--- config.mk ---
export PLATFORM = sky130hd
export DESIGN_NAME = control_sequencer_flat
export DESIGN_NICKNAME = d
export VERILOG_FILES = /design/src/rtl/cpu_pkg.sv /design/src/rtl/control_sequencer_if.sv /design/src/rtl/instr_decoder.sv /design/src/rtl/control_sequencer.sv /design/src/flat_wrapper.sv
export SDC_FILE = /design/constraint.sdc
export NUM_CORES = 1
export LEC_CHECK = 0
export BUFFER_PORTS_ARGS = -buffer_cell sky130_fd_sc_hd__buf_2
export CAP_MARGIN = 40
export CORE_UTILIZATION = 49
export CTS_CLUSTER_DIAMETER = 100
export DETAILED_ROUTE_END_ITERATION = 10
export GPL_TIMING_DRIVEN = 1
export HOLD_SLACK_MARGIN = 0.1
export PLACE_DENSITY = 0.76
export RECOVER_POWER = 25
export SLEW_MARGIN = 20
export SYNTH_ARGS = -nofsm -noshare
export SYNTH_HDL_FRONTEND = slang
export SYNTH_SLANG_ARGS = --single-unit
--- constraint.sdc ---
create_clock -name clk -period 1.6 [get_ports clk]
set_input_delay 0 -clock clk [delete_from_list [all_inputs] [get_ports clk]]
set_output_delay 0 -clock clk [all_outputs]
set_load 0.01 [all_outputs]
--- src/rtl/cpu_pkg.sv ---
// Shared opcode / ALU-op encodings, sequencer state type and the strobe bundle
// used between the control sequencer and its decoder.
package cpu_pkg;

  localparam logic [4:0] OP_ADD  = 5'b00011;
  localparam logic [4:0] OP_SUB  = 5'b00100;
  localparam logic [4:0] OP_SHR  = 5'b00101;
  localparam logic [4:0] OP_SHL  = 5'b00110;
  localparam logic [4:0] OP_ROR  = 5'b00111;
  localparam logic [4:0] OP_ROL  = 5'b01000;
  localparam logic [4:0] OP_AND  = 5'b01001;
  localparam logic [4:0] OP_OR   = 5'b01010;
  localparam logic [4:0] OP_NEG  = 5'b10000;
  localparam logic [4:0] OP_NOT  = 5'b10001;
  localparam logic [4:0] OP_NOP  = 5'b11010;
  localparam logic [4:0] OP_HALT = 5'b11011;

  localparam logic [3:0] ALU_AND = 4'b0000;
  localparam logic [3:0] ALU_OR  = 4'b0001;
  localparam logic [3:0] ALU_ADD = 4'b0010;
  localparam logic [3:0] ALU_SUB = 4'b0011;
  localparam logic [3:0] ALU_SHR = 4'b0100;
  localparam logic [3:0] ALU_SHL = 4'b0101;
  localparam logic [3:0] ALU_ROR = 4'b0110;
  localparam logic [3:0] ALU_ROL = 4'b0111;
  localparam logic [3:0] ALU_MUL = 4'b1000;
  localparam logic [3:0] ALU_DIV = 4'b1001;
  localparam logic [3:0] ALU_NEG = 4'b1010;
  localparam logic [3:0] ALU_NOT = 4'b1011;

  typedef enum logic [3:0] {
    S_IDLE, S_T0, S_T1, S_T2, S_T3, S_T4, S_T5, S_HALTED, S_FAULT
  } state_e;

  typedef struct packed {
    logic        pc_out;
    logic        mar_in;
    logic        inc_pc;
    logic        pc_in;
    logic        read;
    logic        mdr_in;
    logic        mdr_out;
    logic        ir_in;
    logic        y_in;
    logic        z_in;
    logic        z_low_out;
    logic [15:0] gpr_in;
    logic [15:0] gpr_out;
    logic [3:0]  alu_op;
  } ctl_t;

  function automatic logic [15:0] onehot16(logic [3:0] idx);
    return 16'(1) << idx;
  endfunction

  function automatic ctl_t ctl_t0();
    ctl_t c = '0;
    c.pc_out = 1'b1; c.mar_in = 1'b1; c.inc_pc = 1'b1; c.z_in = 1'b1;
    c.alu_op = ALU_ADD;
    return c;
  endfunction

  // PC write-back only happens on the first fetch-wait cycle; read is held throughout
  function automatic ctl_t ctl_t1(logic first);
    ctl_t c = '0;
    c.read = 1'b1; c.mdr_in = 1'b1; c.pc_in = first; c.z_low_out = first;
    return c;
  endfunction

  function automatic ctl_t ctl_t2();
    ctl_t c = '0;
    c.mdr_out = 1'b1; c.ir_in = 1'b1;
    return c;
  endfunction

  function automatic ctl_t ctl_t4(logic [15:0] rc, logic [3:0] op);
    ctl_t c = '0;
    c.gpr_out = rc; c.alu_op = op; c.z_in = 1'b1;
    return c;
  endfunction

  function automatic ctl_t ctl_t5(logic [15:0] ra, logic [3:0] op);
    ctl_t c = '0;
    c.z_low_out = 1'b1; c.gpr_in = ra; c.alu_op = op;
    return c;
  endfunction

endpackage

--- src/rtl/control_sequencer_if.sv ---
// Sequencer <-> datapath control bundle: strobes out, IR contents and memory ready back.
interface control_sequencer_if;
  logic [31:0] ir;
  logic        mem_ready;
  logic        pc_out, mar_in, inc_pc, pc_in, read, mdr_in, mdr_out, ir_in;
  logic        y_in, z_in, z_low_out;
  logic [15:0] gpr_in, gpr_out;
  logic [3:0]  alu_op;

  modport master (
    input  ir, mem_ready,
    output pc_out, mar_in, inc_pc, pc_in, read, mdr_in, mdr_out, ir_in,
           y_in, z_in, z_low_out, gpr_in, gpr_out, alu_op
  );

  modport slave (
    output ir, mem_ready,
    input  pc_out, mar_in, inc_pc, pc_in, read, mdr_in, mdr_out, ir_in,
           y_in, z_in, z_low_out, gpr_in, gpr_out, alu_op
  );
endinterface

--- src/rtl/instr_decoder.sv ---
// Combinational instruction decode: class flags, ALU op and one-hot register selects.
module instr_decoder
  import cpu_pkg::*;
(
  input  logic [31:0] ir,
  output logic        is_binary,
  output logic        is_unary,
  output logic        is_nop,
  output logic        is_halt,
  output logic        is_illegal,
  output logic [3:0]  alu_op,
  output logic [15:0] ra_sel,
  output logic [15:0] rb_sel,
  output logic [15:0] rc_sel
);
  logic [4:0] opcode;
  logic       unused_ir;

  assign opcode    = ir[31:27];
  assign ra_sel    = onehot16(ir[26:23]);
  assign rb_sel    = onehot16(ir[22:19]);
  assign rc_sel    = onehot16(ir[18:15]);
  assign unused_ir = ^ir[14:0];

  always_comb begin
    is_binary  = 1'b0;
    is_unary   = 1'b0;
    is_nop     = 1'b0;
    is_halt    = 1'b0;
    is_illegal = 1'b0;
    alu_op     = ALU_AND;
    case (opcode)
      OP_ADD:  begin is_binary = 1'b1; alu_op = ALU_ADD; end
      OP_SUB:  begin is_binary = 1'b1; alu_op = ALU_SUB; end
      OP_SHR:  begin is_binary = 1'b1; alu_op = ALU_SHR; end
      OP_SHL:  begin is_binary = 1'b1; alu_op = ALU_SHL; end
      OP_ROR:  begin is_binary = 1'b1; alu_op = ALU_ROR; end
      OP_ROL:  begin is_binary = 1'b1; alu_op = ALU_ROL; end
      OP_AND:  begin is_binary = 1'b1; alu_op = ALU_AND; end
      OP_OR:   begin is_binary = 1'b1; alu_op = ALU_OR;  end
      OP_NEG:  begin is_unary  = 1'b1; alu_op = ALU_NEG; end
      OP_NOT:  begin is_unary  = 1'b1; alu_op = ALU_NOT; end
      OP_NOP:  is_nop  = 1'b1;
      OP_HALT: is_halt = 1'b1;
      default: is_illegal = 1'b1;
    endcase
  end
endmodule

--- src/rtl/control_sequencer.sv ---
// Hardwired fetch/decode/execute control unit driving the datapath strobes.
// Strobes are registered one state ahead; only the decode cycle is formed from the live IR.
module control_sequencer
  import cpu_pkg::*;
#(
  parameter int FETCH_TIMEOUT  = 15,
  parameter bit START_ON_RESET = 1'b1
) (
  input  logic                clk,
  input  logic                reset,
  input  logic                start,
  control_sequencer_if.master bus,
  output logic                run,
  output logic                illegal
);
  localparam logic [7:0] TIMEOUT_LAST = 8'(FETCH_TIMEOUT - 1);

  state_e      state;
  ctl_t        ctl_q, dec_ctl, ctl;
  logic [7:0]  wait_cnt;
  logic        armed;
  logic        run_q;
  logic [15:0] ra_q;
  logic [3:0]  alu_q;

  logic        is_binary, is_unary, is_nop, is_halt, is_illegal;
  logic [3:0]  dec_alu;
  logic [15:0] ra_sel, rb_sel, rc_sel;
  logic        unused_dec;

  instr_decoder u_dec (
    .ir         (bus.ir),
    .is_binary  (is_binary),
    .is_unary   (is_unary),
    .is_nop     (is_nop),
    .is_halt    (is_halt),
    .is_illegal (is_illegal),
    .alu_op     (dec_alu),
    .ra_sel     (ra_sel),
    .rb_sel     (rb_sel),
    .rc_sel     (rc_sel)
  );

  assign unused_dec = is_nop;

  // IR is only loaded at the end of T2, so T3 strobes cannot be precomputed
  always_comb begin
    dec_ctl = '0;
    if (is_binary) begin
      dec_ctl.gpr_out = rb_sel;
      dec_ctl.y_in    = 1'b1;
    end else if (is_unary) begin
      dec_ctl.gpr_out = rb_sel;
      dec_ctl.alu_op  = dec_alu;
      dec_ctl.z_in    = 1'b1;
    end
  end

  assign ctl     = (state == S_T3) ? dec_ctl : ctl_q;
  assign illegal = (state == S_T3) && is_illegal;
  assign run     = run_q;

  always_ff @(posedge clk) begin
    if (reset) begin
      state    <= START_ON_RESET ? S_T0 : S_IDLE;
      ctl_q    <= '0;
      run_q    <= START_ON_RESET;
      armed    <= 1'b0;
      wait_cnt <= '0;
      ra_q     <= '0;
      alu_q    <= '0;
    end else begin
      case (state)
        S_IDLE: if (start) begin
          state <= S_T0;
          ctl_q <= ctl_t0();
          run_q <= 1'b1;
          armed <= 1'b1;
        end
        // the T0 entered straight from reset has quiet outputs, so hold one more cycle
        S_T0: if (!armed) begin
          ctl_q <= ctl_t0();
          armed <= 1'b1;
        end else begin
          state    <= S_T1;
          ctl_q    <= ctl_t1(1'b1);
          wait_cnt <= '0;
        end
        S_T1: if (bus.mem_ready) begin
          state <= S_T2;
          ctl_q <= ctl_t2();
        end else if (wait_cnt == TIMEOUT_LAST) begin
          state <= S_FAULT;
          ctl_q <= '0;
          run_q <= 1'b0;
        end else begin
          ctl_q    <= ctl_t1(1'b0);
          wait_cnt <= wait_cnt + 8'd1;
        end
        S_T2: begin
          state <= S_T3;
          ctl_q <= '0;
        end
        S_T3: begin
          ra_q  <= ra_sel;
          alu_q <= dec_alu;
          if (is_binary) begin
            state <= S_T4;
            ctl_q <= ctl_t4(rc_sel, dec_alu);
          end else if (is_unary) begin
            state <= S_T5;
            ctl_q <= ctl_t5(ra_sel, dec_alu);
          end else if (is_halt) begin
            state <= S_HALTED;
            ctl_q <= '0;
            run_q <= 1'b0;
          end else begin
            state <= S_T0;
            ctl_q <= ctl_t0();
          end
        end
        S_T4: begin
          state <= S_T5;
          ctl_q <= ctl_t5(ra_q, alu_q);
        end
        S_T5: begin
          state <= S_T0;
          ctl_q <= ctl_t0();
        end
        default: begin
          ctl_q <= '0;
          run_q <= 1'b0;
        end
      endcase
    end
  end

  assign bus.pc_out    = ctl.pc_out;
  assign bus.mar_in    = ctl.mar_in;
  assign bus.inc_pc    = ctl.inc_pc;
  assign bus.pc_in     = ctl.pc_in;
  assign bus.read      = ctl.read;
  assign bus.mdr_in    = ctl.mdr_in;
  assign bus.mdr_out   = ctl.mdr_out;
  assign bus.ir_in     = ctl.ir_in;
  assign bus.y_in      = ctl.y_in;
  assign bus.z_in      = ctl.z_in;
  assign bus.z_low_out = ctl.z_low_out;
  assign bus.gpr_in    = ctl.gpr_in;
  assign bus.gpr_out   = ctl.gpr_out;
  assign bus.alu_op    = ctl.alu_op;
endmodule

--- src/flat_wrapper.sv ---
// flat-port wrapper written by rule: the top's interface ports become plain ports
module control_sequencer_flat import cpu_pkg::*;
#(
  parameter int FETCH_TIMEOUT  = 15,
  parameter bit START_ON_RESET = 1'b1
)
  (clk, reset, start, run, illegal, bus_ir, bus_mem_ready, bus_pc_out, bus_mar_in, bus_inc_pc, bus_pc_in, bus_read, bus_mdr_in, bus_mdr_out, bus_ir_in, bus_y_in, bus_z_in, bus_z_low_out, bus_gpr_in, bus_gpr_out, bus_alu_op);
  control_sequencer_if bus_i ();
  input  logic clk;
  input  logic reset;
  input  logic start;
  output logic run;
  output logic illegal;
  input wire logic [$bits(bus_i.ir)-1:0] bus_ir;
  input wire logic [$bits(bus_i.mem_ready)-1:0] bus_mem_ready;
  output wire logic [$bits(bus_i.pc_out)-1:0] bus_pc_out;
  output wire logic [$bits(bus_i.mar_in)-1:0] bus_mar_in;
  output wire logic [$bits(bus_i.inc_pc)-1:0] bus_inc_pc;
  output wire logic [$bits(bus_i.pc_in)-1:0] bus_pc_in;
  output wire logic [$bits(bus_i.read)-1:0] bus_read;
  output wire logic [$bits(bus_i.mdr_in)-1:0] bus_mdr_in;
  output wire logic [$bits(bus_i.mdr_out)-1:0] bus_mdr_out;
  output wire logic [$bits(bus_i.ir_in)-1:0] bus_ir_in;
  output wire logic [$bits(bus_i.y_in)-1:0] bus_y_in;
  output wire logic [$bits(bus_i.z_in)-1:0] bus_z_in;
  output wire logic [$bits(bus_i.z_low_out)-1:0] bus_z_low_out;
  output wire logic [$bits(bus_i.gpr_in)-1:0] bus_gpr_in;
  output wire logic [$bits(bus_i.gpr_out)-1:0] bus_gpr_out;
  output wire logic [$bits(bus_i.alu_op)-1:0] bus_alu_op;
  assign bus_i.ir = bus_ir;
  assign bus_i.mem_ready = bus_mem_ready;
  assign bus_pc_out = bus_i.pc_out;
  assign bus_mar_in = bus_i.mar_in;
  assign bus_inc_pc = bus_i.inc_pc;
  assign bus_pc_in = bus_i.pc_in;
  assign bus_read = bus_i.read;
  assign bus_mdr_in = bus_i.mdr_in;
  assign bus_mdr_out = bus_i.mdr_out;
  assign bus_ir_in = bus_i.ir_in;
  assign bus_y_in = bus_i.y_in;
  assign bus_z_in = bus_i.z_in;
  assign bus_z_low_out = bus_i.z_low_out;
  assign bus_gpr_in = bus_i.gpr_in;
  assign bus_gpr_out = bus_i.gpr_out;
  assign bus_alu_op = bus_i.alu_op;
  control_sequencer #(.FETCH_TIMEOUT(FETCH_TIMEOUT), .START_ON_RESET(START_ON_RESET)) u_core (.clk(clk), .reset(reset), .start(start), .bus(bus_i), .run(run), .illegal(illegal));
endmodule
After elaboration in Yosys (flattened, before gate mapping)
Index checks and enable logic that the tools add are counted.
{ "word_totals": {"regBits": 81, "latchBits": 0, "mem_bits_rw": 0, "romBits": 0, "in_bits": 36, "wordCells": 106, "mem_count": 0} }
{ "classes": {"add_sub_neg": 1, "multipliers": 0, "div_mod_pow": 0, "order_cmp": 0, "eq_ne": 28, "n_shift": 3, "muxes": 40, "bitwise": 1, "n_reduce_logical": 13} }
{ "op_table": {"columns": ["op", "count"], "rows": [
  ["two-way mux 47 bit", 7],
  ["case mux 47 bit (6 select lines)", 1],
  ["left shift 1 x 4 -> 16 bit, first input constant", 3],
  ["two-way mux 43 bit", 1],
  ["case mux 4 bit (9 select lines)", 1],
  ["two-way mux 4 bit", 7],
  ["case mux 4 bit (7 select lines)", 1],
  ["two-way mux 8 bit", 3],
  ["equality test 5 x 3 -> 1 bit, second input constant", 4],
  ["equality test 5 bit, second input constant", 4],
  ["two-way mux 20 bit", 1],
  ["two-way mux 16 bit", 1],
  ["case mux 8 bit (2 select lines)", 1],
  ["equality test 5 x 4 -> 1 bit, second input constant", 3],
  ["two-way mux 1 bit", 13],
  ["equality test 4 x 3 -> 1 bit, second input constant", 3],
  ["OR reduction 12 bit", 1],
  ["inequality test 2 bit, second input constant", 5],
  ["adder 8 x 1 -> 8 bit, second input constant", 1],
  ["equality test 4 x 2 -> 1 bit, second input constant", 2],
  ["equality test 8 x 4 -> 1 bit, second input constant", 1],
  ["AND reduction 4 bit", 2],
  ["OR reduction 8 bit", 1],
  ["AND reduction 7 bit", 1],
  ["15 further kinds", 18]
]} }

Depth between registers and ports, before layout
Gate-level depths: netlist of run 1.
{ "depth": {"ltp_word": 6, "mapped_depth": 7, "depth_no_buf": 7} }

By module
From an unflattened synthesis of run 1, not the netlist that was laid out.
{ "hier_totals": {"cells_unflattened": 567, "area_unflattened_um2": 4267.8} }
{ "by_module_without_submodules": {"columns": ["module", "n_inst", "cells_each", "area_each_um2"], "rows": [
  ["control_sequencer", 1, 471, 3736.1],
  ["instr_decoder", 1, 96, 531.8]
]} }

Least setup slack after synthesis of run 1
OpenSTA, ideal clock, no wires.
{ "synth_timing": {"kind": "reg-to-reg", "startpoint": "reg u_core.wait_cnt[4]", "endpoint": "reg u_core.run_q (netlist: u_core.run)", "setup_ns": 0.120, "arrival_time_ns": 1.567, "required_time_ns": 1.480, "slack_ns": -0.087, "path_stages_with_launch": 5, "synth_period_minus_slack_ns": 1.687, "path_cell_list": "dfxtp_1 -> or4_1 -> o21ai_4 -> o221ai_1 -> a211o_1"} }
{ "synth_via": {"elab_chain_cells": 3} }
{ "synth_lines": {"columns": ["item", "line", "source"], "rows": [
  ["start, declared", "control_sequencer.sv:20", "logic [7:0] wait_cnt;"],
  ["start signal, assigned", "control_sequencer.sv:98", "wait_cnt <= wait_cnt + 8'd1;"],
  ["equality test 8 x 4 -> 1 bit", "control_sequencer.sv:92", "end else if (wait_cnt == TIMEOUT_LAST) begin"],
  ["inequality test 2 x 1 -> 1 bit (no source line)", null, null],
  ["AND reduction 7 bit (no source line)", null, null],
  ["end signal, assigned", "control_sequencer.sv:95", "run_q <= 1'b0;"],
  ["end signal, assigned", "control_sequencer.sv:116", "run_q <= 1'b0;"],
  ["end signal, assigned", "control_sequencer.sv:132", "run_q <= 1'b0;"],
  ["end, declared", "control_sequencer.sv:22", "logic run_q;"]
]} }
No other way between the ends.
A chain may end at the register's enable or synchronous reset.

Final worst setup path of run 1
{ "layout_timing": {"startpoint": "reg u_core.state[1]", "endpoint": "reg u_core.ctl_q[7] (netlist bit)"} }
{ "layout_via": {"elab_chain_cells": 2, "elab_cells_between_ends": 8, "cone_classes": "eq/ne (6); mux (1); reduce/logical (1)"} }
{ "layout_lines": {"columns": ["item", "line", "source"], "rows": [
  ["start, declared", "control_sequencer.sv:18", "state_e state;"],
  ["start signal, assigned", "control_sequencer.sv:65", "state <= START_ON_RESET ? S_T0 : S_IDLE;"],
  ["equality test 4 x 3 -> 1 bit (tied with other cells)", "control_sequencer.sv:73", "case (state)"],
  ["case mux 47 bit (6 select lines) / inequality test 2 bit (equally long branches)", null, null],
  ["end signal, assigned", "control_sequencer.sv:76", "ctl_q <= ctl_t0();"],
  ["end signal, assigned", "control_sequencer.sv:82", "ctl_q <= ctl_t0();"],
  ["end signal, assigned", "control_sequencer.sv:86", "ctl_q <= ctl_t1(1'b1);"],
  ["end, declared", "control_sequencer.sv:19", "ctl_t ctl_q, dec_ctl, ctl;"]
]} }
Several ways; a longest one is shown, not always the timed one.

==> out/qor.txt, run 1 <==
Finished Layout Cells: 713
Final Setup Violations: 94
Die area: 8510 um2
Final worst slack: -318 ps
Worst Setup SP: u_core.state[1]
Die height: 92.3 um
# DRC: 0
HP Start: bus_ir[31]
Measured slew at the worst slew-check pin: 660 ps
Largest net degree at the start of global routing: 40
CP cell instances: nor4b_4 > buf_6 > buf_4 > buf_6 > nand2b_4 > buf_6 > nor4_4 > buf_4 > a32oi_1 > nor2_1
Number of top-level pins: 85
Library cells used by synthesis: 56
Wire length per cell: 17.8 um
Placed cell area: 4620 um2
Unrepaired setup endpoints after global routing: yes
Fin. max-slew vios: 0
Syn_nets: 540
CP max-delay cell: dfxtp_4
Core Region: 7810 um2
GR Util All Layers: 28.0%
Post-synthesis compound-gate area fraction: 24.1%
Status: complete, but fails checks
Pwr/cell area: 1240 nW/um2
Fmax: 0.521 GHz
Seq cells post-synth: 76
DP Cell Count: 668
# rows: 32
Post-Synth XOR/XNOR Area: 1.94%
Crit path time final: 1920 ps
Final Instance Area: 5600 um2
Mux cell area share after synthesis: 0%
Number of warnings issued by yosys: 0
Worst-Skew Late Latency: 360 ps
Initial DRC count: 311
Gpl congestion: 0.940
Root Driver: clkbuf_8
Worst path buffer plus inverter count: 5
NumNets Final: 644
Htree depth: 3
Worst EP arrival: 2220 ps
Worst EP required: 1900 ps
Post-DRT Antenna Nets: 0
CTS Buffer Depth: 2
GRT Residual Overflow: 0
Layout area overhead: 40.2%
Total power: 6.96 mW
Die width: 92.3 um
Adder-cell share of the synthesized area: 0.627%
Synth Area in Simple Gates: 29.4%
Main synth FF type: dfxtp_1
Global-route wire length before repair: 18800 um
Sequential area share after synthesis: 38.1%
Antenna violations before repair: 0
Avg Cell Area, Syn: 7.95 um2
Period utilisation layout: 120%
DR vias/cell: 6.16
CTS tree: yes
Max_cap viols: 0
CP top delay family: buffers and inverters
Post-synth ARST share: 0%
Routed wire length: 12700 um
Synthesized instance count: 502
Number of global-route vias before repair: 3959
Crit path top cell by count: buf_6
Worst Hold Class: in2reg
Clk_skew: 7.01 ps
Vias post-DR: 4394
CP max stage delay: 390 ps
Crit start category: flip-flop
Layout cells sized above 1: 37.6%
Starting Density: 51.1%
Violated checks: setup timing
CTS clock-pin slew for the worst setup and hold paths: 90 ps
Slew HR: 55.8%
CTS Buf Count: 9
DP Wirelength: 7330 um
Port buffer count: 69
Number of synthesized flops with an enable pin: 0
Max IR drop VDD: 0.885 mV
Layout filler cell count: 579
Crit end category: flip-flop
Final count of hold timing violations: 0
Clock sinks: 76
Hold Slack: 164 ps
DRT Pass-1 Iters: 5
Mapped cell area: 3990 um2
Crit-path max FO: 6
Leakage: 2.19 nW
Setup CP Type: reg2reg
Origin of the critical flop-to-flop path: u_core.state[1]
Antenna diodes: 0
Largest family of logic cells by synthesized area: simple AND/OR/NAND/NOR gates
metal layers:
layer	global-route usage, %	share of wire [%]	vias up
li1	-	-	1992
met1	36.1	42	2129
met2	45.3	49	234
met3	4.81	6.7	39
met4	13.0	2.9	0
met5	0	0	-
placed cells by master, fill, tap and decap left out, types with 3 or more instances in the layout:
| cell type | count |
|---|---|
| dfxtp_1 | 70 |
| nand2_1 | 65 |
| buf_2 | 61 |
| nor2_1 | 41 |
| a21oi_1 | 38 |
| buf_4 | 36 |
| nor2b_1 | 31 |
| a22oi_1 | 25 |
| buf_6 | 21 |
| nand3_1 | 15 |
| a21oi_2 | 11 |
| dlygate4sd3_1 | 10 |
| o21ai_1 | 9 |
| o21ai_0 | 9 |
| clkbuf_8 | 9 |
| nand4_1 | 8 |
| nand2_2 | 8 |
| xnor2_1 | 7 |
| a22oi_2 | 7 |
| inv_1 | 6 |
| a211oi_2 | 6 |
| nor4b_4 | 5 |
| nand2_4 | 5 |
| and2_1 | 4 |
| a32oi_1 | 4 |
| nand3b_1 | 4 |
| and3_1 | 4 |
| buf_12 | 4 |
| buf_8 | 4 |
| dfxtp_4 | 4 |
| nor2_4 | 3 |
| o21ai_2 | 3 |
| a32o_1 | 3 |
| o31ai_2 | 3 |
| nor4_1 | 3 |
| bufinv_16 | 3 |
synthesized netlist by cell type (2+ instances only):
master | instances | area (um2)
nand2b_1 | 3 | 18.8
a32o_1 | 4 | 40.0
o21ai_0 | 20 | 100
buf_4 | 4 | 30.0
a211o_1 | 2 | 17.5
nand4b_1 | 2 | 17.5
or2_2 | 2 | 12.5
o31ai_1 | 4 | 30.0
nand4_1 | 8 | 50.1
inv_1 | 7 | 26.3
nand2_1 | 77 | 289
nand3_1 | 16 | 80.1
buf_2 | 14 | 70.1
nor4b_2 | 2 | 30.0
a22oi_1 | 32 | 240
clkbuf_2 | 4 | 20.0
a32oi_1 | 4 | 35.0
and3_1 | 5 | 31.3
nor2_1 | 46 | 173
o22ai_1 | 2 | 12.5
and2_1 | 4 | 25.0
nor4b_4 | 4 | 95.1
clkbuf_1 | 22 | 82.6
dfxtp_1 | 76 | 1520
a211oi_1 | 8 | 60.1
a21oi_1 | 49 | 245
a222oi_1 | 2 | 20.0
a31oi_1 | 3 | 18.8
nor2b_1 | 33 | 206
nand3b_1 | 4 | 30.0
nor4_1 | 3 | 18.8
o22a_1 | 2 | 17.5
a311oi_1 | 2 | 17.5
xnor2_1 | 7 | 61.3
ha_1 | 2 | 25.0
nor3_1 | 3 | 15.0
worst min-delay path: stages:
cell,delay [ps]
buf_2,170
o21ai_0,160
nand2_1,100
a21oi_2,50
power by group:
| part | internal (mW) | switching, mW | leakage [nW] | total, mW |
|---|---|---|---|---|
| clock network | 1.05 | 0.785 | 0.124 | 1.83 |
| registers | 2.05 | 0.136 | 0.618 | 2.19 |
| logic | 1.27 | 1.67 | 1.45 | 2.93 |
path summary, 6_finish.rpt:
check | endpoint | slack (ps) | cells after the start
setup / recovery | u_core.ctl_q[7] | -320 | 10
hold / removal | u_core.alu_q[1] | 160 | 4
setup reg to reg | u_core.ctl_q[7] | -320 | 10
hold reg to reg | u_core.ctl_q[43] | 450 | 2
area by class of cell:
class / count / area (um2) / area share (%)
Timing Repair Buffer: 137 / 1060 / 18.9
Sequential cell: 76 / 1540 / 27.5
Tap cell: 102 / 128 / 2.28
Inverter: 7 / 28.8 / 0.514
Clock buffer: 9 / 124 / 2.21
Multi-Input combinational cell: 375 / 2600 / 46.5
Clock inverter: 7 / 121 / 2.17
cell families after synthesis:
family,count (synthesis)
AND/OR/NAND/NOR,220
AO/OA/AOI/OAI,144
flip-flops,76
buffers and inverters,52
XOR/XNOR,8
adder cells (fa/ha/maj),2
state kept, by name (all words and copies together) (netlist names):
| name | cells |
|---|---|
| u_core.state | 4 |
| u_core.run | 1 |
| u_core.wait_cnt | 8 |
| u_core.alu_q | 4 |
| u_core.armed | 1 |
| u_core.ra_q | 16 |
| u_core.ctl_q | 42 |
timing repair:
action,in CTS,in global routing
endpoints found under the setup margin,97,100
gates resized for setup,46,83
cloned,1,0
hold endpoints to repair,32,0
setup buffers,8,11
pin swaps,22,65
hold buffers,10,0
through the flow:
| step | worst slack, ps | util [%] | TNS, ps |
|---|---|---|---|
| after global placement | -116 | 59.2 | -2690 |
| final | -318 | 71.7 | -15690 |
| after global routing | -410 | 71.7 | -23370 |
| after CTS | -283 | 66.4 | -11620 |
| after floorplan | -40.2 | - | -92.8 |
| after detailed placement | -159 | 59.2 | -3790 |
Power figures use the tool's default switching activity.
==> inputs of run 2 (changes only) <==
--- a/config.mk
+++ b/config.mk
@@ -5,7 +5,7 @@
 export SDC_FILE = /design/constraint.sdc
 export NUM_CORES = 1
 export LEC_CHECK = 0
-export BUFFER_PORTS_ARGS = -buffer_cell sky130_fd_sc_hd__buf_2
+export BUFFER_PORTS_ARGS = -buffer_cell sky130_fd_sc_hd__buf_4
 export CAP_MARGIN = 40
 export CORE_UTILIZATION = 49
 export CTS_CLUSTER_DIAMETER = 100
==> run 2 against run 1 <==
The run still ends with setup timing left; combinational power increased by 32%; final cell count rose by 4.3%; routed wire length increased by 27%; setup slack worse by 240 ps; non-clock buffer count rose by 31; worst hold slack better by 7.9 ps; sequential share of layout area fell by 3.1 points; die area is the same; utilization rose by 9.1 points; clock skew barely moved; maximum frequency fell by 11%; critical path type is now reg2out; largest cell class unchanged; largest power group unchanged.
==> out/qor.txt, run 2 (same netlist as run 1, synthesis figures left out) <==
Number of top-level pins: 85
Final count of hold timing violations: 0
CP max stage delay: 380 ps
Worst Hold Class: in2reg
Biggest regs: u_core.ctl_q x42, u_core.ra_q x16, u_core.wait_cnt x8
Initial DRC count: 567
Die height: 92.3 um
Final worst slack: -559 ps
Sw Share: 39.1%
Internal: 4.67 mW
Pwr/cell area: 1220 nW/um2
Worst path buffer plus inverter count: 2
Antenna violations before repair: 0
Port buffer count: 69
Crit end category: output port
Slew HR: 50.7%
Number of global-route vias before repair: 4295
Global-route wire length before repair: 20900 um
Total power: 7.67 mW
Fin. max-slew vios: 0
Final Instance Area: 6310 um2
Largest net degree at the start of global routing: 31
CP max-delay cell: dfxtp_4
Vias post-DR: 4823
Leakage: 2.40 nW
Measured slew at the worst slew-check pin: 739 ps
Hold Slack: 172 ps
CP top delay family: simple AND/OR/NAND/NOR gates
Layout cells sized above 1: 42.7%
Clk_skew: 7.20 ps
Layout filler cell count: 445
Largest Register: u_core.ctl_q
CTS tree: yes
CP cell instances: nor4b_4 > buf_6 > nand4b_1 > o21ai_0 > buf_4
Max IR drop VDD: 0.822 mV
Fmax: 0.463 GHz
GRT Residual Overflow: 0
Starting Density: 51.1%
Clock sinks: 76
Antenna diodes: 0
CTS clock-pin slew for the worst setup and hold paths: 90 ps
Die area: 8510 um2
Post-Route Utilization: 80.8%
Period utilisation layout: 135%
Placed cell area: 4790 um2
Final Setup Violations: 110
Wire length per cell: 21.7 um
DRT Pass-1 Iters: 9
Dpl ws: -197 ps
Unrepaired setup endpoints after global routing: yes
DP Wirelength: 7400 um
Area of the multi-input gates: 2710 um2
Routed wire length: 16100 um
Worst EP arrival: 2160 ps
Layout area overhead: 58.1%
CTS Buffer Depth: 2
Core Region: 7810 um2
Largest register FFs: 42
Sw power: 3.00 mW
Most frequent cells in the layout: buf_4 (93), dfxtp_1 (70), nand2_1 (67), buf_6 (43), nor2_1 (41)
# rows: 32
Finished Layout Cells: 744
Root Driver: clkbuf_8
Combinational group share of total power: 50.6%
Status: complete, but fails checks
Crit start category: flip-flop
Crit-path max FO: 5
Final setup TNS: -26700 ps
FF+latch area: 1540 um2
NumNets Final: 675
Worst EP required: 1600 ps
Worst-Skew Late Latency: 360 ps
CTS Buf Count: 9
Reg power frac: 29.1%
Crit path time final: 2160 ps
GR Util All Layers: 31.2%
Htree depth: 3
Violated checks: setup timing
Setup CP Type: reg2out
Die width: 92.3 um
DR vias/cell: 6.48
Post-DRT Antenna Nets: 0
Most common cell after layout, fill and taps aside: buf_4
# DRC: 0
Clk network pwr share: 20.3%
Gpl congestion: 0.880
Max_cap viols: 0
DP Cell Count: 668
run 2: path summary, 6_finish.rpt:
path	from	endpoint	slack (ps)	depth (start not counted)
min	bus_ir[29]	u_core.ctl_q[2]	170	4
max reg2reg	u_core.state[0]	u_core.state[3]	-460	9
min reg2reg	u_core.ra_q[3]	u_core.ra_q[3]	460	2
max	u_core.state[0]	bus_gpr_out[11]	-560	5
run 2: power by group through the flow:
stage / sequential, mW / combinational, mW / clock, mW
after detailed placement: 2.20 / 2.07 / 0
after global placement: 2.19 / 2.02 / 0
after floorplan: 2.17 / 1.36 / 0
final: 2.23 / 3.88 / 1.56
after global routing: 2.24 / 4.04 / 1.65
after CTS: 2.17 / 2.91 / 1.52
run 2: final cells by class:
| cell class | instances | share of cell area [%] |
|---|---|---|
| inverter | 7 | 0.416 |
| clock inverter | 7 | 1.19 |
| clock buffer | 9 | 1.96 |
| multi-input combinational | 375 | 42.9 |
| tap | 102 | 2.02 |
| timing repair buffer | 168 | 27.2 |
| sequential | 76 | 24.4 |
run 2: routing by layer:
layer  track usage (%)  part of all wire [%]
met1              37.3                    36
met2              52.8                    46
met3              5.64                    10
met4              16.9                   7.7
met5                 0                     0
run 2: what timing repair did:
| action | in CTS | in global routing |
|---|---|---|
| setup buffers | 23 | 21 |
| resized for setup | 68 | 120 |
| hold endpoints to repair | 54 | 0 |
| cloned | 6 | 3 |
| pin swaps | 39 | 41 |
| endpoints found under the setup margin | 103 | 106 |
| hold buffers | 11 | 0 |
run 2: worst reg2reg max path, stage by stage (launching register included):
cell      delay (ps)
dfxtp_4          380
buf_4            150
buf_8            130
buf_6            120
buf_6            130
buf_6            130
a311oi_4         280
o21a_1           240
a31oi_1          110
nor2_1           270
